File: config.mk
export PLATFORM = sky130hd
export DESIGN_NAME = blake2_cmd_tx
export DESIGN_NICKNAME = d
export VERILOG_FILES = /design/src/rtl/blake2_cmd_tx.sv
export SDC_FILE = /design/constraint.sdc
export NUM_CORES = 1
export LEC_CHECK = 0
export CAP_MARGIN = 15
export CORE_ASPECT_RATIO = 0.9
export CORE_MARGIN = 4
export CORE_UTILIZATION = 40
export CTS_BUF_LIST = sky130_fd_sc_hd__clkbuf_8
export DETAILED_ROUTE_END_ITERATION = 12
export HOLD_SLACK_MARGIN = 0.1
export MAX_ROUTING_LAYER = met4
export PLACE_DENSITY = 0.72
export SLEW_MARGIN = 20
export SYNTH_ARGS = -nofsm -noshare
export SYNTH_HDL_FRONTEND = slang
export SYNTH_SLANG_ARGS = --single-unit
File: constraint.sdc
create_clock -name clk -period 4.75 [get_ports clk]
set_input_delay 0.475 -clock clk [delete_from_list [all_inputs] [get_ports clk]]
set_output_delay 0.475 -clock clk [all_outputs]
set_load 0.01 [all_outputs]
File: src/rtl/blake2_cmd_tx.sv
// Host-side BLAKE2 command-stream transmitter: a 10-byte config burst, then key and
// message bytes zero-padded into tagged 64-byte blocks.
module blake2_cmd_tx #(
  parameter logic [1:0] CMD_CONF  = 2'd0,
  parameter logic [1:0] CMD_START = 2'd1,
  parameter logic [1:0] CMD_DATA  = 2'd2,
  parameter logic [1:0] CMD_LAST  = 2'd3
) (
  input  logic        clk,
  input  logic        nreset,
  input  logic        start_i,
  input  logic [7:0]  kk_i,
  input  logic [7:0]  nn_i,
  input  logic [63:0] ll_i,
  input  logic        src_valid_i,
  input  logic [7:0]  src_data_i,
  output logic        src_ready_o,
  output logic        valid_o,
  output logic [1:0]  cmd_o,
  output logic [7:0]  data_o,
  output logic        busy_o,
  output logic        done_o
);

  localparam int unsigned LEN_W    = 64;
  localparam int unsigned KEY_W    = 7;
  localparam int unsigned IDX_W    = 6;
  localparam int unsigned CFG_W    = 4;
  localparam int unsigned CFG_LAST = 9;
  localparam int unsigned BLK_LEN  = 64;

  typedef enum logic [2:0] {
    S_IDLE,
    S_WAITSRC,
    S_CONF,
    S_DATA,
    S_PAD,
    S_DONE
  } state_t;

  state_t             state;
  logic [7:0]         kk_q;
  logic [7:0]         nn_q;
  logic [LEN_W-1:0]   ll_q;
  logic [KEY_W-1:0]   key_rem;
  logic [LEN_W-1:0]   msg_rem;
  logic [IDX_W-1:0]   byte_idx;
  logic [CFG_W-1:0]   cfg_idx;
  logic               first_blk;

  logic               key_phase_c;
  logic               rem_c;
  logic               last_blk_c;
  logic               seg_end_c;
  logic               more_c;
  logic               blk_end_c;
  logic               hs_c;
  logic [1:0]         tag_c;
  logic [7:0]         conf_byte_c;

  // The final block is the one that absorbs every remaining byte, so LAST needs no block count.
  always_comb begin
    key_phase_c = (key_rem != '0);
    rem_c       = key_phase_c || (msg_rem != '0);
    last_blk_c  = key_phase_c ? (msg_rem == '0) : (msg_rem <= LEN_W'(BLK_LEN));
    seg_end_c   = key_phase_c ? (key_rem == KEY_W'(1)) : (msg_rem == LEN_W'(1));
    more_c      = key_phase_c && (msg_rem != '0);
    blk_end_c   = (byte_idx == '1);
    hs_c        = src_valid_i && src_ready_o;
    tag_c       = CMD_DATA;
    if (byte_idx == '0) begin
      if (last_blk_c) begin
        tag_c = CMD_LAST;
      end else if (first_blk) begin
        tag_c = CMD_START;
      end
    end
  end

  // Config burst byte order: kk, nn, then ll MSB first.
  always_comb begin
    conf_byte_c = 8'h00;
    case (cfg_idx)
      CFG_W'(0): conf_byte_c = kk_q;
      CFG_W'(1): conf_byte_c = nn_q;
      CFG_W'(2): conf_byte_c = ll_q[63:56];
      CFG_W'(3): conf_byte_c = ll_q[55:48];
      CFG_W'(4): conf_byte_c = ll_q[47:40];
      CFG_W'(5): conf_byte_c = ll_q[39:32];
      CFG_W'(6): conf_byte_c = ll_q[31:24];
      CFG_W'(7): conf_byte_c = ll_q[23:16];
      CFG_W'(8): conf_byte_c = ll_q[15:8];
      CFG_W'(9): conf_byte_c = ll_q[7:0];
      default:   conf_byte_c = 8'h00;
    endcase
  end

  // State names the action taken at the next edge, so the first config byte
  // appears the cycle after start and data follows config without a gap.
  always_ff @(posedge clk or negedge nreset) begin
    if (!nreset) begin
      state       <= S_IDLE;
      kk_q        <= '0;
      nn_q        <= '0;
      ll_q        <= '0;
      key_rem     <= '0;
      msg_rem     <= '0;
      byte_idx    <= '0;
      cfg_idx     <= '0;
      first_blk   <= 1'b0;
      src_ready_o <= 1'b0;
      valid_o     <= 1'b0;
      cmd_o       <= '0;
      data_o      <= '0;
      busy_o      <= 1'b0;
      done_o      <= 1'b0;
    end else begin
      valid_o <= 1'b0;
      done_o  <= 1'b0;
      case (state)
        S_IDLE: begin
          // done_o high means the DONE cycle just ended; a start there is dropped.
          if (start_i && !done_o) begin
            kk_q      <= kk_i;
            nn_q      <= nn_i;
            ll_q      <= ll_i;
            key_rem   <= KEY_W'(kk_i);
            msg_rem   <= ll_i;
            byte_idx  <= '0;
            first_blk <= 1'b1;
            busy_o    <= 1'b1;
            if (src_valid_i || ((kk_i == '0) && (ll_i == '0))) begin
              valid_o <= 1'b1;
              cmd_o   <= CMD_CONF;
              data_o  <= kk_i;
              cfg_idx <= CFG_W'(1);
              state   <= S_CONF;
            end else begin
              state <= S_WAITSRC;
            end
          end
        end
        S_WAITSRC: begin
          if (src_valid_i) begin
            valid_o <= 1'b1;
            cmd_o   <= CMD_CONF;
            data_o  <= kk_q;
            cfg_idx <= CFG_W'(1);
            state   <= S_CONF;
          end
        end
        S_CONF: begin
          valid_o <= 1'b1;
          cmd_o   <= CMD_CONF;
          data_o  <= conf_byte_c;
          if (cfg_idx == CFG_W'(CFG_LAST)) begin
            cfg_idx <= '0;
            if (rem_c) begin
              src_ready_o <= 1'b1;
              state       <= S_DATA;
            end else begin
              state <= S_PAD;
            end
          end else begin
            cfg_idx <= cfg_idx + CFG_W'(1);
          end
        end
        S_DATA: begin
          if (hs_c) begin
            valid_o   <= 1'b1;
            cmd_o     <= tag_c;
            data_o    <= src_data_i;
            first_blk <= 1'b0;
            byte_idx  <= byte_idx + IDX_W'(1);
            if (key_phase_c) begin
              key_rem <= key_rem - KEY_W'(1);
            end else begin
              msg_rem <= msg_rem - LEN_W'(1);
            end
            // A segment ending exactly on a block boundary continues only from key into message.
            if (seg_end_c && !(blk_end_c && more_c)) begin
              src_ready_o <= 1'b0;
              state       <= blk_end_c ? S_DONE : S_PAD;
            end
          end
        end
        S_PAD: begin
          valid_o   <= 1'b1;
          cmd_o     <= tag_c;
          data_o    <= 8'h00;
          first_blk <= 1'b0;
          byte_idx  <= byte_idx + IDX_W'(1);
          if (blk_end_c) begin
            if (rem_c) begin
              src_ready_o <= 1'b1;
              state       <= S_DATA;
            end else begin
              state <= S_DONE;
            end
          end
        end
        S_DONE: begin
          done_o <= 1'b1;
          busy_o <= 1'b0;
          state  <= S_IDLE;
        end
        default: state <= S_IDLE;
      endcase
    end
  end

endmodule
==> flow_summary.ini <==
[logic_synthesis]
async_reset_ff_frac = 1.00
synth_area_mm2 = 0.0103
synthCells = 1249
syn_area_per_cell_um2 = 8.23
netlist.area_leader.share = 0.436
syn_nets = 1347
synth_adder_area_share = 0.00827
yosys.area_share.simple = 0.281
synthFlopType = dfrtp_1
synth-compound-area-share = 0.202
synth-xor-area-share = 0.00426
synth_top_family_by_area = simple AND/OR/NAND/NOR gates
synth-edff-count = 0
ys_warn_count = 0
ys_seq_area_frac = 0.436
ys_ff_latch = 179
ys_top_cells_by_area = dfrtp_1, nand2_1, a21oi_1, o21ai_0, nor2_1
synthMuxAreaShare = 0.0324
ys_types = 73
yosysTopAreaCell = dfrtp_1

[floorplanning]
die_area_mm2 = 0.0283
ios = 106
core_mm2 = 0.0253
die_x_um = 177
die_height_um = 160
rows = 55
start_util = 0.407

[sta]
rsz0062_at_grt = no
setup_viol = 0
hold_viol = 0
final.setup.tns_ns = 0
tightest_slew_ns = 1.21
fin_skew_ns = 0.0201
fmax_mhz = 294
maxSlewHeadroom = 0.185
fin_crit_sh = 0.715
min_period_ns = 3.40
slew_violations = 0
timing.hold.ws_ns = 0.477

[global_route]
antenna_found_initial = 0
grt_usage = 0.255
grt.overflow.total = 0
grt_pass1_wl_mm = 55.1
grt_pass1_vias = 9528
grt_max_degree = 106

[clock_tree]
cts.sinks = 179
h-tree-depth = 4
cts-buffers-inserted = 17
root_buffer = clkbuf_8
cts_tree = done
clk_path_buf_depth = 2
path_clk_slew_ns = 0.11
insertion_delay_ns = 0.48
cts_resized = 0

[critical_path]
r2r_setup_slack_ns = 1.35
cp-end-kind = flip-flop
worstSetupStartpointType = flip-flop
reg2reg_to = state[0]$_DFFE_PN0P_
cp.required_ns = 5.13
crit_start = cfg_idx[3]$_DFFE_PN0P_
crit_fanout = 23
worstPathArrival_ns = 3.77
crit_type = flip-flop to flip-flop
r2r_start = cfg_idx[3]$_DFFE_PN0P_
critPathCapture = state[0]$_DFFE_PN0P_
reg2regPathDepth = 6

[pwr]
clkPwrFrac = 0.209
power.internal_w = 0.00317
switching_share = 0.410
ir_drop_uv = 209
leakage_nw = 5.02
power_density_mw_per_mm2 = 444
seqPwrFrac = 0.415
comb_power_share = 0.377
power.switching_w = 0.00221

[run_status]
status = complete, no violations

[placement]
numPortBuffers = 105
dp_hpwl_mm = 25.9
place_congestion = 1.01

[job]
drv_cap = 0

[routing]
remaining_drc_errors = 0
viasPerCell = 6.12
drt_iter0_drc = 1197
totalWireLength_mm = 35.4
wire_per_inst_um = 21.2
vias = 10200
firstDrtPassIters = 6
final_antenna_net_count = 0

[final_layout]
layout-drive-gt1-share = 0.0662
nFillCells = 2430
fin_util = 0.479
antenna-diode-count = 0
nNetsFinal = 1414
area_growth_pct = 17.6

[hold_path]
min_path_type = flip-flop to flip-flop
==> kinds of logic after synthesis <==
| group | count (synthesis) |
|---|---|
| AO/OA/AOI/OAI | 316 |
| XOR/XNOR | 5 |
| adder cells (fa/ha/maj) | 7 |
| buffers and inverters | 99 |
| flip-flops | 179 |
| multiplexers | 29 |
| AND/OR/NAND/NOR | 614 |
==> registers in the layout, summed over array words and instances (netlist names) <==
signal,flops
done_o,1
nn_q,8
cmd_o,2
ll_q,64
cfg_idx,4
src_ready_o,1
msg_rem,64
kk_q,8
valid_o,1
key_rem,7
first_blk,1
state,3
data_o,8
byte_idx,6
busy_o,1
==> worst min path at each step <==
stage	startpoint	end	slack [ns]	depth (start not counted)
after global routing	ll_q[53]$_DFFE_PN0P_	ll_q[53]$_DFFE_PN0P_	0.50	2
after floorplan	nreset	busy_o$_DFFE_PN0P_	0.18	0
final	ll_q[52]$_DFFE_PN0P_	ll_q[52]$_DFFE_PN0P_	0.48	2
after global placement	ll_q[52]$_DFFE_PN0P_	ll_q[52]$_DFFE_PN0P_	0.45	2
after detailed placement	ll_q[52]$_DFFE_PN0P_	ll_q[52]$_DFFE_PN0P_	0.46	2
after CTS	ll_q[52]$_DFFE_PN0P_	ll_q[52]$_DFFE_PN0P_	0.48	2
==> cell type report <==
cell class                      instances  area (µm²)  area share
Tap cell                              342         428      0.0354
Sequential cell                       179        4480       0.370
Timing Repair Buffer                  124        1230       0.102
Clock inverter                         14         169      0.0140
Clock buffer                           18         248      0.0205
Multi-Input combinational cell        971        5450       0.451
Inverter                               23        86.3     0.00714
==> per-layer routing <==
| layer | up-vias | share of wire | global-route usage |
|---|---|---|---|
| met5 | - | 0 | - |
| met4 | 0 | 0.039 | 0.0900 |
| met3 | 87 | 0.11 | 0.0672 |
| met2 | 583 | 0.44 | 0.369 |
| met1 | 4895 | 0.41 | 0.347 |
| li1 | 4661 | - | - |
==> repair_timing <==
action,in CTS,in global routing
hold endpoints to repair,35,0
hold buffers,1,0
setup buffers,0,0
endpoints found under the setup margin,0,0
==> critical path, cell delays in order, from the launching register on <==
cell      delay (ns)
dfrtp_1         0.85
nor4bb_1        1.10
nand2b_1        0.16
a22oi_1         0.26
nand3_1         0.23
a211oi_1        0.33
mux2_2          0.36
==> placed cells by master, fill, tap and decap left out, drive strengths merged, types with 27 or more instances in the layout <==
cell and count:
nand2 305, dfrtp 179, clkdlybuf4s50 104, nor2 85, a21oi 81, o21ai 76, nor4 47, nor3 38
nand3 29, inv 27
==> synth_stat cells, drive strengths merged, types with 9 or more instances <==
master and number:
o2bb2ai 9, nor2 85, o21ai 76, o22ai 12
nor4 47, and3 11, o22a 13, nand2 305
mux2 14, clkbuf 66, nor2b 11, a21oi 81
nand4 19, a22oi 14, dfrtp 179, nand3 29
or3 12, nor3 38, buf 10, nand2b 9
inv 21, a221o 9, a22o 10, a31oi 18
mux2i 13
==> stage by stage <==
| step | power [W] | cells | worst slack, ns | area (µm²) |
|---|---|---|---|---|
| 2_1_floorplan | 0.00350 | 1249 | 2.02 | 10300 |
| 3_3_place_gp | 0.00416 | 1637 | 1.38 | 11600 |
| 3_5_place_dp | 0.00421 | 1637 | 1.35 | 11600 |
| 4_1_cts | 0.00532 | 1670 | 1.45 | 12100 |
| 5_1_grt | 0.00571 | 1671 | 1.20 | 12100 |
| 6_report | 0.00537 | 1671 | 1.35 | 12100 |
==> power groups by stage <==
stage	Combinational, W	Clock (W)	Sequential (W)
floorplan	0.00138	0	0.00212
global placement	0.00193	0	0.00223
CTS	0.00197	0.00113	0.00222
finish	0.00202	0.00112	0.00223
global route	0.00223	0.00120	0.00228
detailed placement	0.00197	0	0.00224
(Power assumes the default switching activity.)
